==> config.mk <==
export PLATFORM = sky130hd
export DESIGN_NAME = uart_line_arbiter
export DESIGN_NICKNAME = d
export VERILOG_FILES = /design/src/rtl/uart_line_arbiter.sv
export SDC_FILE = /design/constraint.sdc
export NUM_CORES = 1
export LEC_CHECK = 0
export ABC_CLOCK_PERIOD_IN_PS = 7600
export CAP_MARGIN = 0
export CORE_AREA = 2 2 323 325
export DETAILED_ROUTE_END_ITERATION = 16
export DIE_AREA = 0 0 325 327
export PLACE_DENSITY_LB_ADDON = 0.2
export RECOVER_POWER = 100
export SLEW_MARGIN = 20
export SYNTH_ARGS = -nofsm -noshare
export SYNTH_HDL_FRONTEND = slang
export SYNTH_SLANG_ARGS = --single-unit
==> constraint.sdc <==
create_clock -name i_clk_20mhz -period 7.6 [get_ports i_clk_20mhz]
set_input_delay 1.14 -clock i_clk_20mhz [delete_from_list [all_inputs] [get_ports i_clk_20mhz]]
set_output_delay 1.14 -clock i_clk_20mhz [all_outputs]
set_load 0.005 [all_outputs]
==> src/rtl/uart_line_arbiter.sv <==
// Two-requester arbiter feeding whole ASCII lines to a byte-serial line feeder.
// Each requester owns a one-deep line buffer; grants alternate when both are pending.
module uart_line_arbiter #(
  parameter int PARM_LINE_BYTES = 34,
  parameter int PARM_GAP_CYCLES = 2
) (
  input  logic                         i_clk_20mhz,
  input  logic                         i_rst_20mhz,
  input  logic                         i_req0_go,
  input  logic [8*PARM_LINE_BYTES-1:0] i_req0_line,
  input  logic                         i_req1_go,
  input  logic [8*PARM_LINE_BYTES-1:0] i_req1_line,
  input  logic                         i_feed_valid,
  output logic                         o_tx_go,
  output logic [8*PARM_LINE_BYTES-1:0] o_dat_ascii_line,
  output logic [1:0]                   o_req_done,
  output logic [1:0]                   o_req_overrun,
  output logic                         o_busy
);

  localparam int LINE_W = 8 * PARM_LINE_BYTES;
  localparam int GAP_W  = (PARM_GAP_CYCLES > 1) ? $clog2(PARM_GAP_CYCLES) : 1;

  localparam logic [5:0]       CNT_LAST  = 6'(PARM_LINE_BYTES - 1);
  localparam logic [5:0]       CNT_FULL  = 6'(PARM_LINE_BYTES);
  localparam logic [GAP_W-1:0] GAP_LAST  = GAP_W'(PARM_GAP_CYCLES - 1);
  // Idle line content: spaces terminated by CR LF, so a stray feed prints a blank line.
  localparam logic [LINE_W-1:0] BLANK_LINE = {{(PARM_LINE_BYTES-2){8'h20}}, 8'h0D, 8'h0A};

  typedef enum logic [1:0] {
    S_IDLE,
    S_GRANT,
    S_SEND,
    S_GAP
  } state_t;

  state_t            state;
  logic [LINE_W-1:0] line_buf [2];
  logic [1:0]        pending;
  logic [1:0]        req_go;
  logic [1:0]        grant_clr;
  logic              winner;
  logic              last_grant;
  logic [5:0]        byte_cnt;
  logic [GAP_W-1:0]  gap_cnt;

  assign req_go    = {i_req1_go, i_req0_go};
  // A request landing in the same cycle as its grant re-arms pending for a later turn.
  assign grant_clr = (state == S_GRANT) ? (winner ? 2'b10 : 2'b01) : 2'b00;

  // NOTE: all state here is registered with non-blocking assignments so every
  // right-hand side sees the pre-edge value regardless of statement order.
  always_ff @(posedge i_clk_20mhz) begin
    if (i_rst_20mhz) begin
      state            <= S_IDLE;
      // NOTE: the line buffers are deliberately reset; a line served before any
      // request was captured must still be a well-formed blank line.
      line_buf[0]      <= BLANK_LINE;
      line_buf[1]      <= BLANK_LINE;
      o_dat_ascii_line <= BLANK_LINE;
      pending          <= 2'b00;
      winner           <= 1'b0;
      last_grant       <= 1'b1;
      byte_cnt         <= '0;
      gap_cnt          <= '0;
      o_tx_go          <= 1'b0;
      o_req_done       <= 2'b00;
      o_req_overrun    <= 2'b00;
      o_busy           <= 1'b0;
    end else begin
      o_req_done    <= 2'b00;
      o_req_overrun <= req_go & pending & ~grant_clr;
      pending       <= req_go | (pending & ~grant_clr);
      if (i_req0_go) line_buf[0] <= i_req0_line;
      if (i_req1_go) line_buf[1] <= i_req1_line;

      case (state)
        S_IDLE: begin
          if (|pending) begin
            state  <= S_GRANT;
            o_busy <= 1'b1;
            winner <= (pending == 2'b11) ? ~last_grant : pending[1];
          end
        end

        S_GRANT: begin
          o_dat_ascii_line <= line_buf[winner];
          byte_cnt         <= '0;
          last_grant       <= winner;
          o_tx_go          <= 1'b1;
          state            <= S_SEND;
        end

        S_SEND: begin
          if (i_feed_valid) begin
            if (byte_cnt == CNT_LAST) begin
              byte_cnt   <= CNT_FULL;
              gap_cnt    <= '0;
              o_tx_go    <= 1'b0;
              o_req_done <= winner ? 2'b10 : 2'b01;
              state      <= S_GAP;
            end else begin
              byte_cnt <= byte_cnt + 6'd1;
            end
          end
        end

        S_GAP: begin
          if (gap_cnt == GAP_LAST) begin
            state  <= S_IDLE;
            o_busy <= 1'b0;
          end else begin
            gap_cnt <= gap_cnt + 1'b1;
          end
        end

        default: begin
          state   <= S_IDLE;
          o_tx_go <= 1'b0;
          o_busy  <= 1'b0;
        end
      endcase
    end
  end

endmodule

* After elaboration in Yosys (flattened, before gate mapping) *
Memory sizes are Yosys's and may differ from the RTL's. A register that Yosys moved wholly into a read port is not among the register bits.
Index checks and enable logic that the tools add are counted.

storage, ports and cells
  bits in registers = 19
  bits in writable memories = 544
  input bits = 549
  output and inout bits = 278
  word-level logic and storage cells = 74
  memories kept = 1

memories
  memory    words  width  read ports  clocked after memory_dff  write ports  line  text
  line_buf  2      272    1           1                         2            38    logic [LINE_W-1:0] line_buf [2];

operators by class
  add/sub/neg operators = 2
  equality and inequality tests = 9
  muxes and demuxes = 29
  bitwise operators = 11
  reductions and logical operators = 12

operators with widths
  kind                                            number
  two-way mux 272 bit                             2
  two-way mux 1 bit                               14
  two-way mux 2 bit                               6
  two-way mux 6 bit                               2
  case mux 6 bit (2 select lines)                 1
  AND reduction 3 bit                             3
  inequality test 2 bit (second input constant)   4
  case mux 2 bit (4 select lines)                 1
  adder 6 x 1 -> 6 bit (second input constant)    1
  AND 2 bit                                       3
  == test 2 bit (second input constant)           3
  == test 6 bit (second input constant)           1
  case mux 1 bit (2 select lines)                 3
  nonzero test 2 bit                              3
  NOT 1 bit                                       4
  AND reduction 2 bit                             2
  AND reduction 4 bit                             1
  OR reduction 4 bit                              1
  == test 2 x 1 -> 1 bit (second input constant)  1
  zero test 2 bit                                 1
  NOT 2 bit                                       1
  bitwise OR 1 bit                                2
  bitwise OR 2 bit                                1
  OR reduction 2 bit                              1
  adder 1 bit (second input constant)             1

* Longest topological paths before layout *
Gate-level depths: netlist of run 1.

  depth in word-level cells = 5
  gate-level depth with buffers = 8
  mapped depth without buffers = 6

* Worst setup path after synthesis of run 1 *
Ideal clock, no wire load.

  path kind = input to register
  start point = input port i_rst_20mhz
  end point = memory line_buf[0][0] in the netlist's numbering, enable pin
  library setup time = 0.521 ns
  arrival time = 5.095 ns
  data required time = 7.079 ns
  path slack = 1.985 ns
  stages on the path = 4
  buffers on the path = 3
  cell sequence = buf_2 -> buf_2 -> buf_1 -> or2_2

RTL lines
  item         line  text
  from (decl)  8     input logic i_rst_20mhz,
  to (decl)    38

==> results of run 1 <==
## cell usage in the layout (no fill, tap or decap), types with 8 or more instances in the layout
cell and n:
or3_1 74, clkinv_2 16, clkbuf_16 99, clkinv_1 8, mux2i_1 273, clkbuf_1 31, buf_12 10, dfxtp_1 290
a21oi_1 11, and2_0 146, clkbuf_8 17, nor2_1 283, edfxtp_1 544, a211oi_1 235, diode_2 23, and2_1 324
inv_1 10, a211o_1 37, clkdlybuf4s50_1 546, dlygate4sd3_1 279
## through the flow
stage | hold WS [ns] | worst slack [ns] | instances
global placement | 0.447 | 3.57 | 4503
detailed placement | 0.453 | 3.53 | 4503
finish | 0.458 | 2.51 | 4710
floorplan | 0.430 | 1.98 | 2472
global route | 0.478 | 2.14 | 4705
CTS | 0.467 | 4.26 | 4687
## cells by family (layout without fill, tap and decap cells)
family | count (synthesis) | after routing
AOI/OAI and AO/OA | 294 | 294
xor gates and xnor gates | 3 | 3
adders and majority gates | 7 | 7
buffers and inverters | 204 | 1039
DFF | 835 | 835
muxes | 274 | 274
other | 0 | 23
and+or+nand+nor | 855 | 855
## worst reg2reg max path, cell delays in order, from the launching register on
cell      delay, ns
dfxtp_1        0.34
inv_1          0.11
ha_1           1.61
inv_1          1.24
clkbuf_1       0.94
a211o_1        0.52
## layout make-up
type	count	area, um2	share of cell area, %
Inverter	10	37.5	0.0825
Timing Repair Buffer	845	8530	18.8
Tap cell	1380	1730	3.80
Multi-Input combinational cell	1433	9740	21.4
Clock buffer	144	2820	6.19
Antenna cell	23	57.6	0.127
Sequential cell	835	22200	48.7
Clock inverter	40	398	0.875
## sequential cells by signal (all words and copies together) (netlist names)
name and cells:
o_req_overrun 2, winner 1, o_dat_ascii_line 272, state 2
line_buf 544, pending 2, gap_cnt 1, o_req_done 2
byte_cnt 6, last_grant 1, o_busy 1, o_tx_go 1
## power breakdown
| group | internal, mW | switching, mW | total [mW] |
|---|---|---|---|
| Sequential | 5.69 | 0.343 | 6.04 |
| Clock | 2.78 | 1.89 | 4.67 |
| Combinational | 1.69 | 1.74 | 3.43 |
| Total | 10.2 | 3.98 | 14.1 |
## worst paths after layout
check | to | start | cells after the start
setup / recovery | line_buf[0][171]$_SDFFCE_PN0P_ | i_req0_go | 3
hold reg to reg | o_dat_ascii_line[21]$_SDFFE_PP1P_ | o_dat_ascii_line[21]$_SDFFE_PP1P_ | 1
hold / removal | o_dat_ascii_line[21]$_SDFFE_PP1P_ | o_dat_ascii_line[21]$_SDFFE_PP1P_ | 1
setup reg to reg | o_dat_ascii_line[69]$_SDFFE_PP1P_ | state[1]$_SDFFE_PP0P_ | 5
## cells in the mapped netlist (2+ instances only)
library cell / instances
o21ai_0: 5
and3_1: 2
clkbuf_2: 30
nor2_1: 284
a21o_1: 2
a211oi_1: 235
buf_2: 23
nor3_1: 3
mux2i_1: 273
clkbuf_1: 95
nand4_1: 2
nand2_1: 6
a21oi_1: 11
a211o_1: 37
and2_1: 470
edfxtp_1: 544
xor2_1: 2
nor4_1: 2
ha_1: 7
buf_6: 27
inv_1: 10
or3_1: 74
dfxtp_1: 291
buf_1: 8
nand2b_1: 2
buf_4: 10
or2_2: 2
## metal layers
| metal | up-vias | part of all wire, % | track usage [%] |
|---|---|---|---|
| met3 | 177 | 8.8 | 7.46 |
| met2 | 645 | 50 | 30.9 |
| met1 | 10100 | 37 | 19.2 |
| met5 | - | 0.22 | 0 |
| met4 | 32 | 3.4 | 7.21 |
| li1 | 10400 | - | - |
==> impl_metrics.toml, run 1 <==
[status]
status = "finished, violations left"
violations = "capacitance limit, slew limit"

[layout]
drive_above_1_share_pct = 5.26
postLayoutCellArea_um2 = 45500
layout.nets = 3778
final_core_util_pct = 44.2
syn_to_final_growth_pct = 37.9
fill_cells = 9548

[floorplanning]
ioPinCount = 827
start_util_pct = 32.0
die_area_um2 = 106000
core.rowCount = 118
core_um2 = 103000
die-height_um = 327
die_w_um = 325

[yosys]
synth_top_family_by_area = "simple AND/OR/NAND/NOR gates"
netlist_area_um2 = 33000
synthFlopType = "edfxtp_1"
async_flop_share_pct = 0
synth_simple_gate_area_share_pct = 14.1
synth_top_area_cell = "edfxtp_1"
netlist.area_leader.share_pct = 49.5
synth_nets = 3028
synth_xor_area_share_pct = 0.0797
syn_area_per_cell_um2 = 13.3
synth_compound_area_share_pct = 6.75
yosysSeqAreaShare_pct = 67.2
ys_ff_latch = 835
synthMuxAreaShare_pct = 8.32
synth-adder-area-share_pct = 0.266
synth_edf_count = 544
yosys_warnings = 0
synth.area.top_cells = "edfxtp_1 (50%), dfxtp_1 (18%), and2_1 (8.9%)"
synthCells = 2472
synth_cell_types = 42

[sta]
clock_skew_ns = 0.0206
rsz0062_at_grt = "no"
fmax_mhz = 196
fin_tns_setup_ns = 0
maxSlewHeadroom_pct = -171
hold_viol = 0
post-route-period-util_pct = 67.0
slew_violations = 331
fin_crit_ns = 5.09
worst_pin_slew_ns = 4.07
setup_viol = 0

[placed_design]
routabilityCongestion = 0.780
port-buffer-count = 826
dpl.hpwl_um = 63600
dpl_cell_area_um2 = 42200

[global_route]
grt.overflow.total = 0
grt_use_total_pct = 17.8
grt_pass1_wl_um = 141000
first_global_vias = 21200
grt_max_degree = 220
antenna_found_initial = 39

[worst_setup_path]
slowest_delay_ns = 2.88
crit_chain = "clkdlybuf4s50_1 > or2_0 > buf_12"
worstSetupPathType = "in2reg"
crit_family = "simple AND/OR/NAND/NOR gates"
cp-start-kind = "input port"
cp_slowest_cell = "or2_0"
cp.buffers_inverters = 2
rrSetupSlack_ns = 2.72
cp.arrival_ns = 5.37
endpoint_kind = "flip-flop"
critPathMaxFanout = 130
crit_required_ns = 7.88

[power]
ir_drop_v = 0.000187
total_power_mw = 14.1
p_leak_nw = 16.4
powerDensity_nw_per_um2 = 311

[clocking]
clk_latency_ns = 0.67
cts_max_path_buffers = 3
cts_setup_buffers = 0
hold_buffers = 0
cts-buffers-inserted = 97
cts-root-buf = "clkbuf_16"
cts.sinks = 835
cts_tree = "yes"
ctsResizeCount = 0
clk_pin_slew_worst_paths_ns = 0.06
cts_htree_levels = 3

[route]
dr_total_vias = 21400
drt-total-wl_um = 97400
first_pass_iters = 4
drt-initial-drc-count = 970
viasPerCell = 4.54
wl_per_cell_um = 20.7
detail-route-antenna-nets = 0
drc = 0

[run]
max_cap_violations = 7

[hold_path]
hold_path.class = "reg2reg"
Power figures use the tool's default switching activity.
==> run 2: changes to the inputs <==
- ABC_CLOCK_PERIOD_IN_PS: 7600 -> 4100
- CORE_AREA: 2 2 323 325 -> 2 2 317 319
- DIE_AREA: 0 0 325 327 -> 0 0 319 321
- clock period: 7.6 -> 4.1 ns (I/O delays scaled with it)
==> run 2 against run 1 <==
The run still ends with capacitance limit, slew limit left. Sequential share of layout area fell by 0.14 points. Register-to-register slack worse by 1.5 ns. Flip-flop and latch count unchanged. Combinational power is 83% higher. Total power up 85%. Cell area up 0.28%. Clock power grew 84%. Global-route usage is 0.67 points higher. First-iteration DRC count is 29% higher. Largest power group unchanged.
==> impl_metrics.toml, run 2 (synthesis gave the netlist of run 1 again) <==
[power]
p_leak_nw = 16.5
total_power_mw = 26.2
ir_drop_v = 0.000348
powerDensity_nw_per_um2 = 574

[clocking]
ctsResizeCount = 0
cts_tree = "yes"
cts-root-buf = "clkbuf_16"
cts-buffers-inserted = 91
hold_buffers = 0
cts_setup_buffers = 0
clk_latency_ns = 0.66
clk_pin_slew_worst_paths_ns = 0.06
cts_max_path_buffers = 3
cts.sinks = 835
cts_htree_levels = 3

[floorplanning]
core.rowCount = 116
die_w_um = 319
die_area_um2 = 102000
ioPinCount = 827
die-height_um = 321
start_util_pct = 33.2
core_um2 = 99300

[placed_design]
dp.cells = 4458
dpl.hpwl_um = 68300
routabilityCongestion = 0.818
port-buffer-count = 826

[worst_setup_path]
worstSetupPathType = "in2reg"
cp.arrival_ns = 3.42
crit_chain = "buf_8 > or2_1 > buf_12 > clkbuf_1"
r2r-start = "state[1]$_SDFFE_PP0P_"
crit_required_ns = 4.40
cp-start-kind = "input port"
cp_slowest_cell = "or2_1"
endpoint_kind = "flip-flop"
critPathMaxFanout = 132
slowest_delay_ns = 1.45
startpoint = "i_rst_20mhz"

[global_route]
grtUsageMet3_pct = 5.72
grt_use_total_pct = 18.5
grt_max_degree = 223
grt_pass1_wl_um = 142000
first_global_vias = 22500
antenna_found_initial = 45
grt.overflow.total = 0
grt.met1_usage_pct = 20.6
grtUsageMet2_pct = 31.7
gr-max-usage-layer = "met2"

[sta]
rsz0062_at_grt = "no"
fin_hold_ws_ns = 0.457
fin_crit_ns = 3.12
fin_tns_setup_ns = 0
maxSlewHeadroom_pct = -62.7
worst_pin_slew_ns = 2.44
setup_viol = 0
slew_violations = 486
hold_viol = 0
post-route-period-util_pct = 76.1
clock_skew_ns = 0.0217
fmax_mhz = 321

[hold_path]
hp-start = "o_dat_ascii_line[213]$_SDFFE_PP1P_"
hold_path.class = "reg2reg"

[layout]
reg_top3 = "line_buf (544), o_dat_ascii_line (272), byte_cnt (6)"
drive_above_1_share_pct = 5.61
final_common_cell = "clkdlybuf4s50_1"
layout_common_cells = "clkdlybuf4s50_1 (546), edfxtp_1 (544), dfxtp_1 (290)"
largest_register_ffs = 544
max_flop_register = "line_buf"
final_cells = 4657
layout.nets = 3809
syn_to_final_growth_pct = 38.3

[status]
status = "finished, violations left"
violations = "capacitance limit, slew limit"

[run]
max_cap_violations = 5

[route]
first_pass_iters = 5
dr_total_vias = 21900
drt-total-wl_um = 97700
wl_per_cell_um = 21.0
viasPerCell = 4.70
drt-initial-drc-count = 1255
detail-route-antenna-nets = 0
drc = 0
run 2: report_power, final:
| part | switching [mW] | internal, mW |
|---|---|---|
| sequential | 0.785 | 10.5 |
| combinational | 3.12 | 3.17 |
| clock | 3.40 | 5.17 |
| total | 7.31 | 18.9 |
run 2: path summary, 6_finish.rpt:
| kind | endpoint | slack (ns) | cells past startpoint |
|---|---|---|---|
| worst max-delay path | line_buf[1][153]$_SDFFCE_PN0P_ | 0.98 | 4 |
| worst min-delay path | o_dat_ascii_line[213]$_SDFFE_PP1P_ | 0.46 | 1 |
| worst max register to register | o_dat_ascii_line[45]$_SDFFE_PP1P_ | 1.21 | 6 |
| worst min register to register | o_dat_ascii_line[213]$_SDFFE_PP1P_ | 0.46 | 1 |
run 2: final cells by class:
cell class                      count  area (um2)
Fill cell                        9007       53700
Tap cell                         1298        1620
Sequential cell                   835       22200
Timing Repair Buffer              882        8820
Multi-Input combinational cell   1433        9740
Antenna cell                       28        70.1
Inverter                           10        37.5
Clock buffer                      129        2630
Clock inverter                     42         513
run 2: per-layer routing:
metal,vias up,routed length (um)
met4,34,3850
met5,-,225
met1,10500,37500
met2,697,49100
li1,10500,-
met3,187,7080
run 2: worst max-delay path, delay by kind of cell:
| family | cells | cell delay, ns |
|---|---|---|
| simple gates | 1 | 1.45 |
| buf+inv | 3 | 1.25 |
run 2: through the flow:
stage          cell area (um2)  util [%]  worst slack (ns)
3_5_place_dp             42600      42.9              1.24
4_1_cts                  45700      46.0              1.68
3_3_place_gp             42600      42.9              1.26
5_1_grt                  45600      45.9             0.755
6_report                 45600      45.9             0.981
2_1_floorplan            33000         -             0.375
==> run 3: changes to the inputs <==
- ABC_CLOCK_PERIOD_IN_PS: 4100 -> 2530
- clock period: 4.1 -> 2.53 ns (I/O delays scaled with it)
==> run 3 against run 2 <==
Critical path type unchanged. Core utilization grew 0.29 points. Cell area grew 0.62%. Largest power group unchanged. Clock skew grew 0.0030 ns. Sequential power grew 61%. Total power grew 62%. Via count grew 0.57%. Routed wire length grew 1.6%. Register-to-register slack lost 0.88 ns. The flow now finishes without violations. Setup slack lost 0.75 ns.
==> impl_metrics.toml, run 3 (synthesis gave the netlist of run 1 again) <==
[route]
drc = 0
wl_per_cell_um = 21.2
drt-total-wl_um = 99200
viasPerCell = 4.71
detail-route-antenna-nets = 0
drt-initial-drc-count = 1185
dr_total_vias = 22000
first_pass_iters = 7

[sta]
maxSlewHeadroom_pct = 23.3
hold_viol = 0
post-route-period-util_pct = 90.9
clock_skew_ns = 0.0248
rsz0062_at_grt = "no"
worst_pin_slew_ns = 1.15
fmax_mhz = 435
slew_violations = 0
setup_viol = 0
setup_ws_ns = 0.231
fin_crit_ns = 2.30

[placed_design]
dpl.hpwl_um = 71300
dp_slack_ns = 0.364
port-buffer-count = 826
routabilityCongestion = 0.812

[worst_setup_path]
rrSetupSlack_ns = 0.33
slowest_delay_ns = 0.76
crit_required_ns = 2.82
r2r-end = "o_dat_ascii_line[253]$_SDFFE_PP1P_"
cp_slowest_cell = "clkbuf_2"
critPathMaxFanout = 27
cp.arrival_ns = 2.59
cp-start-kind = "input port"
endpoint_kind = "flip-flop"
cp_num_cells = 4
r2r-start = "state[1]$_SDFFE_PP0P_"
worstSetupPathType = "in2reg"
cp.buffers_inverters = 3
crit_chain = "dlygate4sd3_1 > or2_4 > clkbuf_2 > clkbuf_1"
worst-r2r-cell-count = 6
crit_family = "buffers and inverters"

[clocking]
cts_htree_levels = 3
cts.sinks = 835
cts_setup_buffers = 0
cts_max_path_buffers = 3
cts-buffers-inserted = 92
ctsResizeCount = 0
clk_pin_slew_worst_paths_ns = 0.06
hold_buffers = 0
cts_tree = "yes"
clk_latency_ns = 0.67
cts-root-buf = "clkbuf_16"

[global_route]
grt_use_total_pct = 19.0
grt.overflow.total = 0
grt.met1_usage_pct = 20.9
gr-max-usage-layer = "met2"
grtUsageMet3_pct = 5.94
antenna_found_initial = 47
first_global_vias = 22900
grtUsageMet2_pct = 33.2
grt_pass1_wl_um = 146000
grt_max_degree = 139

[power]
p_sw_mw = 12.0
switching_share_pct = 28.3
power_frac_clock_pct = 32.1
ir_drop_v = 0.000508
internal_power_mw = 30.4
power_frac_comb_pct = 24.8
p_seq_share_pct = 43.1
p_leak_nw = 16.6
powerDensity_nw_per_um2 = 923

[floorplanning]
die_area_um2 = 102000
die_w_um = 319
start_util_pct = 33.2
ioPinCount = 827
core.rowCount = 116
core_um2 = 99300
die-height_um = 321

[layout]
fill_cells = 8967
layout.nets = 3827
largest_register_ffs = 544
reg_top3 = "line_buf (544), o_dat_ascii_line (272), byte_cnt (6)"
final_common_cell = "clkdlybuf4s50_1"
final_core_util_pct = 46.2
drive_above_1_share_pct = 6.63
syn_to_final_growth_pct = 39.1
layout_common_cells = "clkdlybuf4s50_1 (545), edfxtp_1 (544), dfxtp_1 (290)"
max_flop_register = "line_buf"

[hold_path]
hold-path-endpoint = "o_req_overrun[0]$_SDFF_PP0_"
hp-start = "i_rst_20mhz"
worstHoldPathCells = 2
hold_path.class = "in2reg"

[run]
max_cap_violations = 0

[status]
status = "completed"
[run 3: cell types whose count changed in the layout (fill, tap and decap cells not counted), sizes merged]
cell           previous run  this run
buf                      32        51
bufinv                   11         8
clkbuf                  154       150
clkdlybuf4s50           546       545
clkinv                   26        25
clkinvlp                  0         7
diode                    28        26
dlygate4sd3             279       280
inv                      15        16
[run 3: worst max-delay path by stage]
stage | slack [ns] | end | from
global route | 0.18 | o_dat_ascii_line[194]$_SDFFE_PP0P_ | state[1]$_SDFFE_PP0P_
global placement | 0.37 | line_buf[1][214]$_SDFFCE_PN0P_ | i_req1_go
finish | 0.23 | line_buf[0][93]$_SDFFCE_PN1P_ | i_req0_go
detailed placement | 0.36 | line_buf[1][227]$_SDFFCE_PN0P_ | i_req1_go
CTS | 0.38 | o_dat_ascii_line[268] | o_dat_ascii_line[268]$_SDFFE_PP0P_
floorplan | -0.61 | line_buf[1][0]$_SDFFCE_PN0P_ | i_rst_20mhz
[run 3: layout make-up]
cell class | instances | area (um2) | area share (%)
Clock inverter | 46 | 490 | 1.07
Antenna cell | 26 | 65.1 | 0.142
Multi-Input combinational cell | 1433 | 9750 | 21.3
Sequential cell | 835 | 22200 | 48.3
Inverter | 10 | 37.5 | 0.0818
Clock buffer | 127 | 2590 | 5.66
Timing Repair Buffer | 899 | 9160 | 20.0
Tap cell | 1298 | 1620 | 3.54
[run 3: layer usage]
layer | up-vias | share of wire, %
met5 | - | 0.28
met4 | 40 | 3.8
met3 | 185 | 7.5
met2 | 677 | 51
met1 | 10600 | 37
li1 | 10500 | -
[run 3: through the flow]
stage	instances	total power, mW	hold slack [ns]	area (um2)	setup TNS, ns
final	4674	42.3	0.205	45900	0
after global routing	4672	44.5	0.202	45900	0
after CTS	4648	43.6	0.155	46000	0
after detailed placement	4475	29.9	0.450	42900	0
after global placement	4475	29.6	0.442	42900	0
after floorplan	2472	23.6	0.430	33000	-331.52
[run 3: power groups by stage]
stage	Combinational, mW	Sequential [mW]	Clock [mW]
global route	11.5	18.5	14.5
global placement	11.1	18.5	0
finish	10.5	18.2	13.6
floorplan	5.16	18.5	0
detailed placement	11.3	18.6	0
CTS	11.3	18.3	13.9
==> RTL change 1 (settings of run 2) <==
Remove the register `o_req_overrun`: a continuous assignment takes its place, so the output `o_req_overrun` follows one clock earlier.
--- a/src/rtl/uart_line_arbiter.sv
+++ b/src/rtl/uart_line_arbiter.sv
@@ -65,11 +65,9 @@
       gap_cnt          <= '0;
       o_tx_go          <= 1'b0;
       o_req_done       <= 2'b00;
-      o_req_overrun    <= 2'b00;
       o_busy           <= 1'b0;
     end else begin
       o_req_done    <= 2'b00;
-      o_req_overrun <= req_go & pending & ~grant_clr;
       pending       <= req_go | (pending & ~grant_clr);
       if (i_req0_go) line_buf[0] <= i_req0_line;
       if (i_req1_go) line_buf[1] <= i_req1_line;
@@ -123,5 +121,7 @@
     end
   end
 
+  assign o_req_overrun = req_go & pending & ~grant_clr;
+
 endmodule
 
Check against the original RTL: not equivalent (a bounded check fails within 4 cycles, from zero or initial values and one cycle with i_rst_20mhz high).
==> RTL change 1 against run 2 <==
The run still ends with max-capacitance violations, max-slew violations left. Cell count shrank 0.54%. Via count shrank 0.57%. Wire length shrank 1.7%. Design area shrank 0.40%. Total power shrank 1.3%. Worst setup slack lost 0.46 ns. Global-route usage shrank 0.21 points. Sequential cell count shrank 2. Area after synthesis shrank 0.18%. Register-to-register slack lost 0.63 ns. Largest cell class unchanged.
==> RTL change 1: results (changes against run 2) <==
stage;metric;value;unit;change
grt;grt_use_total;18.3;%;-0.21 points
critical_path;timing.rr.end;o_dat_ascii_line[271];;
synth;syn_area_per_cell;13.3;um2;about the same
status;violations;max-capacitance violations, max-slew violations;;
route;wl_met2;49.1;mm;about the same
pwr;power_frac_clock;32.1;%;-0.6 points
clock_network;clock-sinks;833;;-0.24%
layout;multi_input_area_share;21.5;%;+0.11 points
pwr;seqPwrFrac;43.5;%;+0.2 points
place;dp_hpwl;65.3;mm;-4.3%
layout;diodes;20;;-29%
layout;clkCellAreaFrac;6.69;%;-0.20 points
grt;grtUsageMet3;5.68;%;-0.038 points
min_path;hp-start;o_dat_ascii_line[205];;
synth;synth.distinct_cells;40;;-4.8%
grt;grt_pass1_wl;142;mm;about the same
layout;fin_nets;3795;;-0.37%
synth;synth_compound_area_share;6.73;%;-0.018 points
pwr;power_switching;7.20;mW;-1.4%
synth;ys_top_cells_by_count;edfxtp_1 (544), and2_1 (470), dfxtp_1 (289), nor2_1 (287), mux2i_1 (274);;
synth;synth_top_cells_by_area;edfxtp_1 (50%), dfxtp_1 (18%), and2_1 (8.9%);;
route;wl_per_cell;20.7;um;-1.2%
grt;met1_usage;20.3;%;-0.37 points
layout;num-fill-cells;8964;;-0.48%
route;drt-met1-wl;36.7;mm;-2.1%
route;via_count;21700;;-0.57%
critical_path;cp_max_fo;168;;+27%
place;gp_congestion;0.820;;+0.29%
grt;first_global_vias;22500;;-0.053%
timing;slew_headroom;-75.5;%;-13 points
critical_path;rrSetupSlack;0.58;ns;-0.63 ns
layout;sh_seq_area;48.7;%;+0.11 points
synth;yosys.area_share.adder;0.266;%;+0.00047 points
critical_path;slowest_stage;clkbuf_2;;
critical_path;crit_family;buffers and inverters;;
route;wl_met3;7.11;mm;+0.47%
timing;finalWorstSetupSlack;0.519;ns;-0.462 ns
grt;grt_use_met2;32.3;%;+0.56 points
synth;syn-num-nets;3024;;-0.13%
synth;synth-seq-area-share;67.2;%;about the same
grt;grt_max_degree;199;;-11%
layout;num-nonclk-buffers;870;;-1.4%
critical_path;r2r_start;winner;;
timing;final_max_slew_viol_count;311;;-36%
synth;synth.area.mux_share;8.37;%;+0.045 points
job;maxCapViolations;2;;-3
layout;nonClkBufAreaFrac;19.4;%;+0.020 points
route;drt_iter0_drc;1206;;-3.9%
clock_network;cts_buffers;92;;+1.1%
place;dpl_cell_area;42400;um2;-0.36%
critical_path;crit_path_max_incr_delay;1.80;ns;+0.35 ns
critical_path;critPathCapture;line_buf[0][101];;
status;outcome;complete, but fails checks;;
critical_path;critical_path_arrival;4.09;ns;+0.67 ns
timing;fin_skew;0.0112;ns;-0.0105 ns
layout;drive_gt1_share;5.58;%;-0.032 points
critical_path;worst_r2r_path_depth;4;;-2
## RTL change 1: per-stage QoR
step	utilization [%]	total power, mW	std cells	hold slack (ns)
CTS	45.8	26.6	4612	0.427
detailed placement	42.7	18.2	4443	0.453
floorplan	-	14.6	2468	0.441
finish	45.7	25.9	4632	0.458
global route	45.7	27.2	4630	0.471
global placement	42.7	18.1	4443	0.446
## RTL change 1: kinds of logic (layout without fill, tap and decap cells)
kind of cell | Yosys count | in the layout
and+or+nand+nor | 857 | 857
DFF | 833 | 833
AOI/OAI and AO/OA | 291 | 291
muxes | 275 | 275
buffers and inverters | 202 | 1048
adders and majority gates | 7 | 7
xor gates and xnor gates | 3 | 3
other | 0 | 20
## RTL change 1: worst min path at each step
stage               cells after the start                    end  slack, ns
finish                                  1  o_dat_ascii_line[205]       0.46
global route                            1   o_dat_ascii_line[29]       0.47
CTS                                     2                 o_busy       0.43
detailed placement                      1   o_dat_ascii_line[10]       0.45
global placement                        1  o_dat_ascii_line[125]       0.45
floorplan                               2             last_grant       0.44
==> RTL change 2 (settings of run 2) <==
Without the edit above. The parameter `PARM_GAP_CYCLES` goes from 2 to 1.
--- a/src/rtl/uart_line_arbiter.sv
+++ b/src/rtl/uart_line_arbiter.sv
@@ -2,7 +2,7 @@
 // Each requester owns a one-deep line buffer; grants alternate when both are pending.
 module uart_line_arbiter #(
   parameter int PARM_LINE_BYTES = 34,
-  parameter int PARM_GAP_CYCLES = 2
+  parameter int PARM_GAP_CYCLES = 1
 ) (
   input  logic                         i_clk_20mhz,
   input  logic                         i_rst_20mhz,
Behaviour: no difference found for any inputs over 4 cycles, from zero or initial values and one cycle with i_rst_20mhz high; that may be too few to reach the edited logic, so the function may still have changed.
==> RTL change 2 against run 2 <==
The flow still finishes with violations (max-capacitance violations, max-slew violations). Wire length barely moved. Area after synthesis fell by 0.95%. First-iteration DRC count fell by 9.2%. Largest power group unchanged. Combinational power fell by 1%. Die area did not move. Design area fell by 0.70%. Fmax rose by 0.99%. Sequential cell count fell by 1. Worst setup slack improved by 0.031 ns. Total power fell by 2.5%.
==> RTL change 2: results (changes against run 2) <==
stage;metric;value;unit;change
job;maxCapViolations;2;;-3
route;wl_met3;7.77;mm;+9.7%
critical_path;cp_max_fo;43;;-67%
layout;num-fill-cells;8948;;-0.66%
critical_path;slowest_stage;dfxtp_2;;
synth;synth-seq-area-share;67.8;%;+0.58 points
place;dp_hpwl;67.6;mm;-1.0%
place;gp_congestion;0.823;;+0.64%
synth;synth.distinct_cells;37;;-12%
timing;slew_headroom;-9.47;%;+53 points
pwr;p_leak;16.3;nW;-1.1%
route;wl_met2;49.4;mm;+0.65%
route;drt-met1-wl;37.5;mm;+0.17%
place;dpl_cell_area;42400;um2;-0.37%
route;via_count;21900;;+0.027%
timing;fin_skew;0.0234;ns;+0.00169 ns
route;wl_per_cell;21.1;um;+0.50%
status;outcome;complete, but fails checks;;
synth;ys_top_cells_by_count;edfxtp_1 (544), and2_1 (470), dfxtp_1 (290), nor2_1 (276), mux2i_1 (273);;
grt;antenna_found_initial;35;;-22%
timing;fin_setup_tns;0;ns;unchanged
synth;synth_top_cells_by_area;edfxtp_1 (50%), dfxtp_1 (18%), and2_1 (9.0%);;
grt;grt_pass1_wl;142;mm;+0.48%
grt;grt_max_degree;206;;-7.6%
grt;grt_use_total;18.5;%;about the same
route;drt_iter0_drc;1140;;-9.2%
layout;final_util;45.6;%;-0.32 points
synth;syn-num-nets;3021;;-0.23%
critical_path;crit_path_max_incr_delay;1.37;ns;-0.08 ns
critical_path;crit_family;flip-flops;;
critical_path;critical_path_arrival;3.59;ns;+0.17 ns
critical_path;worst_r2r_path_depth;3;;-3
layout;drive_gt1_share;5.15;%;-0.46 points
clock_network;cts_resized;0;;unchanged
synth;synthArstFlopShare;0;%;unchanged
clock_network;post_cts_buffers;0;;unchanged
synth;synth_edf_count;544;;unchanged
timing;final_max_slew_viol_count;90;;-81%
status;violations;max-capacitance violations, max-slew violations;;
layout;fin_nets;3796;;-0.34%
pwr;ir_worst_vdd;0.000406;V;+17%
[RTL change 2: changes by cell type after synthesis, sizes merged, moves of 4 or more]
cell    change
clkbuf     +20
buf        -19
nor2        -8
a211o       +4
nand3       +4
[RTL change 2: metal layers]
layer / vias up / GRT usage (%)
met3: 169 / 6.21
met2: 658 / 32.6
li1: 10400 / -
met1: 10600 / 20.7
met5: - / 0
met4: 38 / 6.75
[RTL change 2: kinds of logic (layout without fill, tap and decap cells)]
| logic type | Yosys count | in the layout | synth area share [%] |
|---|---|---|---|
| flops | 834 | 834 | 67.8 |
| compound gates | 296 | 296 | 6.90 |
| fa+ha+maj | 7 | 7 | 0.268 |
| buf+inv | 203 | 1056 | 2.50 |
| other cells | 0 | 13 | 0 |
| mux | 273 | 273 | 8.37 |
| simple gates | 852 | 852 | 14.2 |
[RTL change 2: power by group]
part           switching [mW]  leakage (nW)  internal (mW)  total [mW]
clock network            3.36          1.45           4.73        8.08
logic                    3.11          6.73           3.11        6.22
registers               0.732          8.11           10.5        11.3
[RTL change 2: area by class of cell]
| type | instances | share of cell area [%] |
|---|---|---|
| clock inverter | 43 | 0.898 |
| multi-input combinational | 1428 | 21.4 |
| timing repair buffer | 877 | 19.4 |
| clock buffer | 128 | 5.63 |
| inverter | 8 | 0.0663 |
| sequential | 834 | 48.9 |
| antenna | 13 | 0.0718 |
| tap | 1298 | 3.59 |
[RTL change 2: path summary, 6_finish.rpt]
kind | startpoint | endpoint | slack, ns
max | winner | o_dat_ascii_line[83] | 1.01
min | o_dat_ascii_line[45] | o_dat_ascii_line[45] | 0.46
max reg2reg | winner | o_dat_ascii_line[83] | 1.01
min reg2reg | o_dat_ascii_line[45] | o_dat_ascii_line[45] | 0.46
[RTL change 2: through the flow]
step           std cells  hold WS [ns]  setup slack [ns]
2_1_floorplan       2465         0.430             0.315
3_3_place_gp        4445         0.446              1.29
3_5_place_dp        4445         0.455              1.28
4_1_cts             4616         0.467              1.67
5_1_grt             4628         0.473             0.819
6_report            4629         0.462              1.01
